[config.mk]
export PLATFORM = sky130hd
export DESIGN_NAME = mem_stage_lsu
export DESIGN_NICKNAME = d
export VERILOG_FILES = /design/src/rtl/mem_stage_lsu.sv
export SDC_FILE = /design/constraint.sdc
export NUM_CORES = 1
export LEC_CHECK = 0
export BUFFER_PORTS_ARGS = -buffer_cell sky130_fd_sc_hd__buf_2
export CORE_MARGIN = 3
export CORE_UTILIZATION = 49
export DETAILED_ROUTE_END_ITERATION = 7
export GPL_ROUTABILITY_DRIVEN = 0
export HOLD_SLACK_MARGIN = 0.03
export PLACE_DENSITY = 0.8
export SETUP_SLACK_MARGIN = 0.1
export SLEW_MARGIN = 0
export SYNTH_ARGS = -nofsm -noshare
export SYNTH_HDL_FRONTEND = slang
export SYNTH_SLANG_ARGS = --single-unit
[constraint.sdc]
create_clock -name clk -period 4.3 [get_ports clk]
set_input_delay 0.43 -clock clk [delete_from_list [all_inputs] [get_ports clk]]
set_output_delay 0.43 -clock clk [all_outputs]
set_load 0.005 [all_outputs]
[src/rtl/mem_stage_lsu.sv]
// MEM-stage load/store unit: drives a req/ack data-memory transaction, stalls the
// pipeline until it completes, and formats store strobes/data and load results.
module mem_stage_lsu #(
   parameter int unsigned ADDR_WIDTH = 32,
   parameter int unsigned TIMEOUT    = 255
) (
   input  logic                  clk,
   input  logic                  rst,
   input  logic                  mem_memRead,
   input  logic                  mem_memWrite,
   input  logic [31:0]           mem_ALUResult,
   input  logic [31:0]           mem_readData2,
   input  logic [2:0]            mem_funct3,
   output logic                  mem_stall,
   output logic [31:0]           mem_loadData,
   output logic                  mem_misaligned,
   output logic                  mem_busErr,
   output logic                  dmem_req,
   output logic                  dmem_we,
   output logic [ADDR_WIDTH-1:0] dmem_addr,
   output logic [31:0]           dmem_wdata,
   output logic [3:0]            dmem_wstrb,
   input  logic                  dmem_ack,
   input  logic [31:0]           dmem_rdata
);

   localparam int unsigned CNT_W = $clog2(TIMEOUT + 1);

   typedef enum logic [1:0] {
      S_IDLE = 2'd0,
      S_BUSY = 2'd1,
      S_DONE = 2'd2
   } state_t;

   state_t           state_q;
   logic [CNT_W-1:0] cnt_q;
   logic [1:0]       off_q;
   logic [2:0]       f3_q;

   logic             access_d;
   logic             store_d;
   logic             legal_d;
   logic [31:0]      wdata_d;
   logic [3:0]       wstrb_d;
   logic [31:0]      lane_d;
   logic [31:0]      ext_d;

   // Decode of the access presented by EX/MEM: legality, strobes, replicated data.
   always_comb begin
      access_d = mem_memRead | mem_memWrite;
      store_d  = mem_memWrite;
      legal_d  = 1'b0;
      case (mem_funct3)
         3'b000:  legal_d = 1'b1;
         3'b001:  legal_d = ~mem_ALUResult[0];
         3'b010:  legal_d = (mem_ALUResult[1:0] == 2'b00);
         3'b100:  legal_d = ~store_d;
         3'b101:  legal_d = ~store_d & ~mem_ALUResult[0];
         default: legal_d = 1'b0;
      endcase

      wdata_d = mem_readData2;
      wstrb_d = 4'b1111;
      case (mem_funct3[1:0])
         2'b00: begin
            wdata_d = {4{mem_readData2[7:0]}};
            wstrb_d = 4'b0001 << mem_ALUResult[1:0];
         end
         2'b01: begin
            wdata_d = {2{mem_readData2[15:0]}};
            wstrb_d = 4'b0011 << mem_ALUResult[1:0];
         end
         default: ;
      endcase
      if (!store_d) begin
         wstrb_d = 4'b0000;
      end
   end

   // Load formatting uses the offset/size captured at request time.
   always_comb begin
      lane_d = dmem_rdata >> {off_q, 3'b000};
      case (f3_q)
         3'b000:  ext_d = {{24{lane_d[7]}}, lane_d[7:0]};
         3'b001:  ext_d = {{16{lane_d[15]}}, lane_d[15:0]};
         3'b100:  ext_d = {24'h000000, lane_d[7:0]};
         3'b101:  ext_d = {16'h0000, lane_d[15:0]};
         default: ext_d = lane_d;
      endcase
   end

   always_comb begin
      mem_stall      = 1'b0;
      mem_misaligned = 1'b0;
      case (state_q)
         S_IDLE: begin
            mem_stall      = access_d & legal_d;
            mem_misaligned = access_d & ~legal_d;
         end
         S_BUSY:  mem_stall = 1'b1;
         default: ;
      endcase
   end

   // Transaction FSM; DONE always returns to IDLE so an unchanged EX/MEM is not reissued.
   always_ff @(posedge clk or posedge rst) begin
      if (rst) begin
         state_q      <= S_IDLE;
         cnt_q        <= '0;
         off_q        <= 2'b00;
         f3_q         <= 3'b000;
         dmem_req     <= 1'b0;
         dmem_we      <= 1'b0;
         dmem_addr    <= '0;
         dmem_wdata   <= 32'h0;
         dmem_wstrb   <= 4'b0000;
         mem_loadData <= 32'h0;
         mem_busErr   <= 1'b0;
      end else begin
         case (state_q)
            S_IDLE: begin
               if (access_d && legal_d) begin
                  dmem_req   <= 1'b1;
                  dmem_we    <= store_d;
                  dmem_addr  <= {mem_ALUResult[ADDR_WIDTH-1:2], 2'b00};
                  dmem_wdata <= wdata_d;
                  dmem_wstrb <= wstrb_d;
                  off_q      <= mem_ALUResult[1:0];
                  f3_q       <= mem_funct3;
                  cnt_q      <= '0;
                  state_q    <= S_BUSY;
               end else if (access_d) begin
                  mem_loadData <= 32'h0;
                  mem_busErr   <= 1'b0;
               end
            end
            S_BUSY: begin
               if (dmem_ack) begin
                  dmem_req     <= 1'b0;
                  dmem_we      <= 1'b0;
                  dmem_wstrb   <= 4'b0000;
                  mem_loadData <= dmem_we ? 32'h0 : ext_d;
                  mem_busErr   <= 1'b0;
                  state_q      <= S_DONE;
               end else if (cnt_q == CNT_W'(TIMEOUT - 1)) begin
                  dmem_req     <= 1'b0;
                  dmem_we      <= 1'b0;
                  dmem_wstrb   <= 4'b0000;
                  mem_loadData <= 32'h0;
                  mem_busErr   <= 1'b1;
                  state_q      <= S_DONE;
               end else begin
                  cnt_q <= cnt_q + CNT_W'(1);
               end
            end
            S_DONE:  state_q <= S_IDLE;
            default: state_q <= S_IDLE;
         endcase
      end
   end

endmodule

# Word level (Yosys, flattened, before mapping)
# Index checks and enable logic that the tools add are counted.
# word_totals
in_bits	104
out_inout_bits	105
register_bits	116
word_cells	86
# op_classes
n_reduce_logical	12
n_eq_ne	16
shifts	3
n_bitwise	7
n_mux	36
n_addsub	1
# ops
op	count
32-bit two-way mux	5
32-bit case mux with 2 select lines	2
32-bit case mux with 4 select lines	1
32-bit by 5-bit >> shifter with 32-bit output	1
8-bit two-way mux	3
4-bit two-way mux	4
4-bit case mux with 2 select lines	2
8-bit case mux with 2 select lines	1
3-bit equality test (second input constant)	4
2-bit inequality test (second input constant)	5
1-bit two-way mux	9
8-bit by 1-bit adder with 8-bit output (second input constant)	1
8-bit equality test (second input constant)	1
1-bit case mux with 2 select lines	4
4-bit AND reduction	2
3-bit by 1-bit equality test with 1-bit output (second input constant)	2
2-bit zero test	3
3-bit zero test	2
2-bit two-way mux	3
1-bit case mux with 5 select lines	1
2-bit by 1-bit equality test with 1-bit output (second input constant)	2
2-bit case mux with 2 select lines	1
2-bit AND reduction	2
1-bit by 2-bit left shift with 4-bit output (first input constant)	1
9 further kinds	13

# Logic depth before layout (Yosys ltp)
# Gate-level depths: netlist of the first run.
# depth
ltp_word	6
depth_mapped	7
depth_no_buf	6

# Worst setup path after synthesis of the first run
# Ideal clock, no wire load.
# synth_timing
path_type	input to register
start	input mem_ALUResult[0]
end	register dmem_wstrb[0]
cell_stages	5
setup_slack_ps	2332
arrival_ps	1846
required_ps	4178
path_cell_list	clkbuf_1 > or4_4 > a211oi_4 > a21oi_2 > a32o_1
# synth_via
elab_chain_len	6
elab_cells_between_ends	13
cone_classes	eq/ne: 1; shift: 2; mux: 5; bitwise: 2; reduce/logical: 3
# synth_rtl
element	line	text
start, declared	11	input logic [31:0] mem_ALUResult,
parallel branches: the longest is 6 deep, another holds 2-bit by 2-bit left shift with 4-bit output	n/a	
end signal, assigned	127	dmem_wstrb <= wstrb_d;
end, declared	22	output logic [3:0] dmem_wstrb,
# Several ways; the timed one is not identified. The select of a mux whose other input is x is not followed.
# A chain may end at the register's enable or synchronous reset.

# Worst setup path after layout of the first run
# layout_timing
start	register cnt_q[0]
end	register mem_loadData[20]
# layout_via
elab_chain_len	3
# layout_rtl
element	line	text
start, declared	36	logic [CNT_W-1:0] cnt_q;
start signal, assigned	153	cnt_q <= cnt_q + CNT_W'(1);
8-bit equality test	145	end else if (cnt_q == CNT_W'(TIMEOUT - 1)) begin
3-bit inequality test (no source line)	n/a	
4-bit AND reduction (no source line)	n/a	
end signal, assigned	142	mem_loadData <= dmem_we ? 32'h0 : ext_d;
end, declared	15	output logic [31:0] mem_loadData,
# No other way between the ends.

==> results of run 1 <==
==> final timing paths <==
| check | from | endpoint | slack, ns | cells past startpoint |
|---|---|---|---|---|
| worst min register to register | dmem_addr[10] | dmem_addr[10] | 0.47 | 2 |
| worst max-delay path | cnt_q[0] | mem_loadData[20] | 1.46 | 6 |
| worst min-delay path | mem_ALUResult[25] | dmem_addr[25] | 0.10 | 3 |
| max in group asynchronous | rst | dmem_wdata[24] | 3.11 | 3 |
| worst max register to register | cnt_q[0] | mem_loadData[20] | 1.46 | 6 |
| min in group asynchronous | rst | dmem_addr[5] | 0.13 | 2 |
==> cell usage in the layout, fill, tap and decap left out, drive strengths merged, types with 2 or more instances in the layout <==
master,instances
a21oi,28
a221o,17
a22o,2
a32o,2
and2,2
and3,2
buf,210
bufinv,4
clkbuf,23
clkinv,3
clkinvlp,2
conb,2
dfrtp,116
ha,2
inv,3
mux2,9
mux2i,39
nand2,157
nand3,7
nand3b,2
nand4,3
nor2,26
nor2b,5
nor3b,2
nor4,2
o211ai,3
o21ai,31
o21bai,4
o2bb2ai,24
or4,3
xor2,3
==> through the flow <==
stage	worst slack [ns]	hold slack (ns)	utilization
6_report	1.459	0.1018	0.6694
5_1_grt	1.293	0.09488	0.6694
4_1_cts	1.512	0.08361	0.6694
3_5_place_dp	1.516	0.4585	0.6112
3_3_place_gp	1.674	0.4541	0.6112
2_1_floorplan	0.7976	0.4694	-
==> logic make-up (layout without fill, tap and decap cells) <==
logic type	count (synthesis)	in the layout	share of synthesized area
adder cells (fa/ha/maj)	2	2	0.004573
multiplexers	49	49	0.09399
buffers and inverters	44	245	0.04413
AND/OR/NAND/NOR	217	217	0.1683
AO/OA/AOI/OAI	117	117	0.1530
other	1	2	0.0006854
XOR/XNOR	3	3	0.004803
flip-flops	116	116	0.5305
==> metal layers <==
| metal | up-vias | routed length, um |
|---|---|---|
| met5 | - | 0 |
| met1 | 2347 | 6199 |
| met2 | 195 | 7524 |
| met4 | 0 | 146 |
| li1 | 2289 | - |
| met3 | 14 | 1165 |
==> where the power goes <==
group,leakage (nW),internal [mW],switching [mW]
clock network,0.298,0.984,0.488
logic,1.97,0.493,0.583
registers,1.50,1.39,0.219
total,3.77,2.87,1.29
==> cell type report <==
type                            count  area (um^2)  area share
Inverter                            3        13.76    0.001939
Clock inverter                      9        150.1     0.02116
Timing Repair Buffer              210         1061      0.1495
Multi-Input combinational cell    390         2332      0.3286
Sequential cell                   116         2903      0.4090
Tap cell                          136        170.2     0.02398
Clock buffer                       23        466.7     0.06576
==> critical path, delay by kind of cell (launching register included) <==
family                     cells  cell delay, ns
AOI/OAI and AO/OA              2            1.20
DFF                            1            0.44
buffers and inverters          1            0.09
adders and majority gates      1            0.14
and+or+nand+nor                2            0.85
==> flip-flops by register name (all words and copies together) (netlist names) <==
signal / cells
dmem_wdata: 32
dmem_wstrb: 4
dmem_req: 1
off_q: 2
f3_q: 3
state_q: 2
cnt_q: 8
mem_loadData: 32
dmem_addr: 30
mem_busErr: 1
dmem_we: 1
==> flow_summary.json, run 1 <==
{
  "dp_hpwl_um": 10540,
  "use_met1": 0.3050,
  "nNetsFinal": 844,
  "clockRootBuffer": "clkbuf_8",
  "layout-drive-gt1-share": 0.3449,
  "final_area_um2": 7097,
  "totalPowerFinal_mw": 4.161,
  "fp.dieH_um": 111.7,
  "grt_pass1_wl_um": 24650,
  "synthesis.area_um2": 5471,
  "detailroute.via_count": 4845,
  "worstMarginPinSlew_ns": 1.051,
  "antenna_cells": 0,
  "synth_edf_count": 0,
  "grt.busiest_layer": "met2",
  "fp.coreArea_um2": 10600,
  "avgSynthCellArea_um2": 9.966,
  "post-synth-top-count-cell": "nand2_1",
  "path_clk_slew_ns": 0.06,
  "post_dp_cell_area_um2": 6480,
  "drv_cap": 0,
  "criticalPathCategory": "reg -> reg",
  "netlist_top_cells_count": "nand2_1, dfrtp_1, mux2i_1",
  "yosysWarnings": 0,
  "h-tree-depth": 4,
  "drtPass1Iterations": 5,
  "cts_resized": 0,
  "slowest_stage": "nand3_2",
  "cts_buffers": 17,
  "syn_to_final_growth_pct": 29.71,
  "boundaryPins": 209,
  "drt-initial-drc-count": 325,
  "crit_chain": "inv_1 > ha_1 > nand3_1 > o21ai_1 > nand3_2 > a221o_1",
  "row_count": 37,
  "met2_usage": 0.4077,
  "ctsHoldBuffers": 0,
  "crit_path_start_kind": "flip-flop",
  "worstSetupEndpointType": "flip-flop",
  "cts_buffer_depth": 2,
  "slew_violations": 0,
  "max_freq_mhz": 352.0,
  "power_density_nw_per_um2": 586.3,
  "grt_usage": 0.2428,
  "n_fill_cell": 816,
  "grt_max_degree": 95,
  "cts_setup_buffers": 0,
  "synthCells": 549,
  "instances_no_fill": 887,
  "yosysUniqueCellTypes": 49,
  "ys_seq_elements": 116,
  "routed_via_density": 5.462,
  "cts_sinks": 116,
  "hold_viol": 0,
  "detail_route.wl_per_cell_um": 16.95,
  "rsz0062_at_grt": "false",
  "initial_core_util": 0.5161,
  "worstSkewPairLatency_ns": 0.52,
  "setup_viol": 0,
  "met3_usage": 0.07554,
  "synth_top_area_share": 0.5305,
  "clock_skew_ns": 0.01505,
  "required_ns": 4.68,
  "synth_area_leaders": "dfrtp_1, nand2_1, mux2i_1",
  "cts_tree": "done",
  "tns_ns": 0,
  "place_inst": 855,
  "gr-total-overflow": 0,
  "die_width_um": 111.7,
  "yosysSeqAreaShare": 0.5305,
  "leakage_nw": 3.769,
  "drt_wl_total_um": 15040,
  "port_buffers": 206,
  "drtAntennaViolNets": 0,
  "synth-main-ff-cell": "dfrtp_1",
  "max_stage_delay_ns": 0.68,
  "critical_path_arrival_ns": 3.22,
  "relSlewSlack": 0.2993,
  "yosys.area.top_type": "dfrtp_1",
  "antenna_found_initial": 0,
  "min_path_type": "in -> reg",
  "outcome": "completed",
  "die-area_um2": 12470,
  "drc": 0,
  "period_needed_ns": 2.841,
  "synth-async-reset-ratio": 1.000,
  "ir_drop_mv": 0.3644,
  "grt_pass1_vias": 4971,
  "fin_crit_sh": 0.6607,
  "crit_fanout": 33
}
(Power assumes the default switching activity.)
==> run 2: changes to the inputs <==
Settings changed: ABC_AREA set to 1, CORE_UTILIZATION 49 to 45, PLACE_DENSITY 0.8 to 0.77.
Clock period 4.3 ns to 2.4 ns, I/O delays scaled along.
==> flow_summary.json, run 2 <==
{
  "cts_buffers": 17,
  "cts_setup_buffers": 0,
  "dp_hpwl_um": 11260,
  "routed_via_density": 4.898,
  "outcome": "completed",
  "largestRegisters": "dmem_wdata x32, mem_loadData x32, dmem_addr x30",
  "n_fill_cell": 1109,
  "tns_ns": 0,
  "grt_max_degree": 96,
  "initial_core_util": 0.4679,
  "antenna_found_initial": 2,
  "drv_cap": 0,
  "slew_violations": 0,
  "relSlewSlack": 0.5455,
  "final_cell_mix": "nand2_1, buf_2, dfrtp_1",
  "cts_buffer_depth": 2,
  "fin_crit_sh": 0.8856,
  "power_density_nw_per_um2": 993.4,
  "setup_viol": 0,
  "worstMarginPinSlew_ns": 0.6810,
  "detail_route.wl_per_cell_um": 14.48,
  "drt_wl_total_um": 16600,
  "hold_viol": 0,
  "drt-initial-drc-count": 395,
  "min_path_type": "in -> reg",
  "synthCells": 741,
  "synth_area_leaders": "dfrtp_1, nand2_1, o21ai_0",
  "antenna_cells": 0,
  "crit_fanout": 95,
  "place_ws_ns": 0.4184,
  "fp.coreArea_um2": 12160,
  "worstSetupEndpointType": "output pin",
  "synth-main-ff-cell": "dfrtp_1",
  "rsz0062_at_grt": "false",
  "fin_ws_ns": 0.2745,
  "drtPass1Iterations": 4,
  "yosysWarnings": 0,
  "drtAntennaViolNets": 0,
  "row_count": 40,
  "yosysUniqueCellTypes": 30,
  "crit_path_start_kind": "flip-flop",
  "cts_tree": "done",
  "detailroute.via_count": 5618,
  "critical_path_arrival_ns": 1.89,
  "fp.dieH_um": 118.5,
  "synth_edf_count": 0,
  "post-synth-top-count-cell": "nand2_1",
  "grt_pass1_wl_um": 27310,
  "max_freq_mhz": 470.5,
  "die-area_um2": 14030,
  "synth_top_area_share": 0.5101,
  "drc": 0,
  "avgSynthCellArea_um2": 7.679,
  "synth-async-reset-ratio": 1.000,
  "port_buffers": 206,
  "gr-total-overflow": 0,
  "ir_drop_mv": 0.6459,
  "leakage_nw": 4.395,
  "yosysSeqAreaShare": 0.5101,
  "grt_pass1_vias": 5479,
  "yosys.area.top_type": "dfrtp_1",
  "clockRootBuffer": "clkbuf_16",
  "criticalPathCategory": "reg -> out",
  "reg2reg_slack_ns": 0.44,
  "period_needed_ns": 2.125,
  "die_width_um": 118.5,
  "nNetsFinal": 1072,
  "boundaryPins": 209,
  "grt_usage": 0.2418,
  "syn_to_final_growth_pct": 35.44,
  "worstSkewPairLatency_ns": 0.41,
  "path_clk_slew_ns": 0.06,
  "h-tree-depth": 4,
  "cts_sinks": 116,
  "clock_skew_ns": 0.008750,
  "final_common_cell": "nand2_1",
  "ys_seq_elements": 116,
  "required_ns": 2.16,
  "netlist_top_cells_count": "nand2_1, dfrtp_1, o21ai_0",
  "layout-drive-gt1-share": 0.2891,
  "synthesis.area_um2": 5690,
  "holdWs_ns": 0.04342
}
## run 2: cell count changes after synthesis, sizes merged, moves of 6 or more
cell / delta
inv: +29
a221o: -17
o2bb2ai: -24
nand2: +213
o21ai: +36
a21oi: -12
or2: +7
o22ai: +6
mux2: -9
mux2i: -39
nand3: +48
nor2: -8
## run 2: critical path, cell delays in order (launching register included)
cell and delay [ns]:
dfrtp_1 0.38, or2_0 0.22, nor2_1 0.24, nand3_4 0.14, buf_8 0.26, nand2_1 0.10
buf_2 0.11
## run 2: area by class of cell
| class | instances | area, um^2 | area share |
|---|---|---|---|
| clock buffers | 19 | 442.9 | 0.05747 |
| well taps | 168 | 210.2 | 0.02727 |
| repair buffers | 246 | 1436 | 0.1864 |
| clock inverters | 13 | 157.7 | 0.02045 |
| inverters | 32 | 123.9 | 0.01607 |
| flip-flops and latches | 116 | 2903 | 0.3766 |
| multi-input cells | 553 | 2434 | 0.3157 |
## run 2: timing repair
item | CTS | global route
hold buffers | 29 | 0
resized for setup | 1 | 2
endpoints found under the hold margin | 49 | 0
setup endpoints to repair | 1 | 1
## run 2: logic make-up after synthesis
kind of cell,after synthesis,share of synthesized area
buf+inv,73,0.06376
xor+xnor,3,0.004618
other cells,1,0.0006590
simple gates,454,0.3325
flops,116,0.5101
compound gates,92,0.08399
fa+ha+maj,2,0.004397
## run 2: worst paths after layout
path                                  startpoint  cells after the start               end
worst max-delay path                  state_q[1]                      6         mem_stall
worst min-delay path            mem_ALUResult[6]                      3      dmem_addr[6]
worst max register to register          cnt_q[2]                      7  mem_loadData[17]
worst min register to register   mem_loadData[2]                      2   mem_loadData[2]
max in group asynchronous                    rst                      4      dmem_addr[9]
min in group asynchronous                    rst                      3          cnt_q[1]
## run 2: stage by stage
step | cells | total power, mW | util | instance area (um^2)
floorplan | 742 | 4.129 | - | 5698
global placement | 1086 | 5.005 | 0.5599 | 6809
detailed placement | 1086 | 5.050 | 0.5599 | 6809
CTS | 1147 | 7.687 | 0.6334 | 7704
global route | 1147 | 8.171 | 0.6337 | 7707
finish | 1147 | 7.656 | 0.6337 | 7707
## run 2: per-layer routing
metal,share of wire,routed length [um],global-route usage
met1,0.41,6837,0.2983
met2,0.48,8037,0.3941
met3,0.093,1543,0.09761
met4,0.0095,158,0.06734
met5,0.0016,27,0
## run 2: report_power, final
| group | internal, mW | switching, mW |
|---|---|---|
| Combinational | 0.929 | 1.34 |
| Sequential | 2.49 | 0.335 |
| Clock | 1.65 | 0.907 |
| Total | 5.07 | 2.58 |
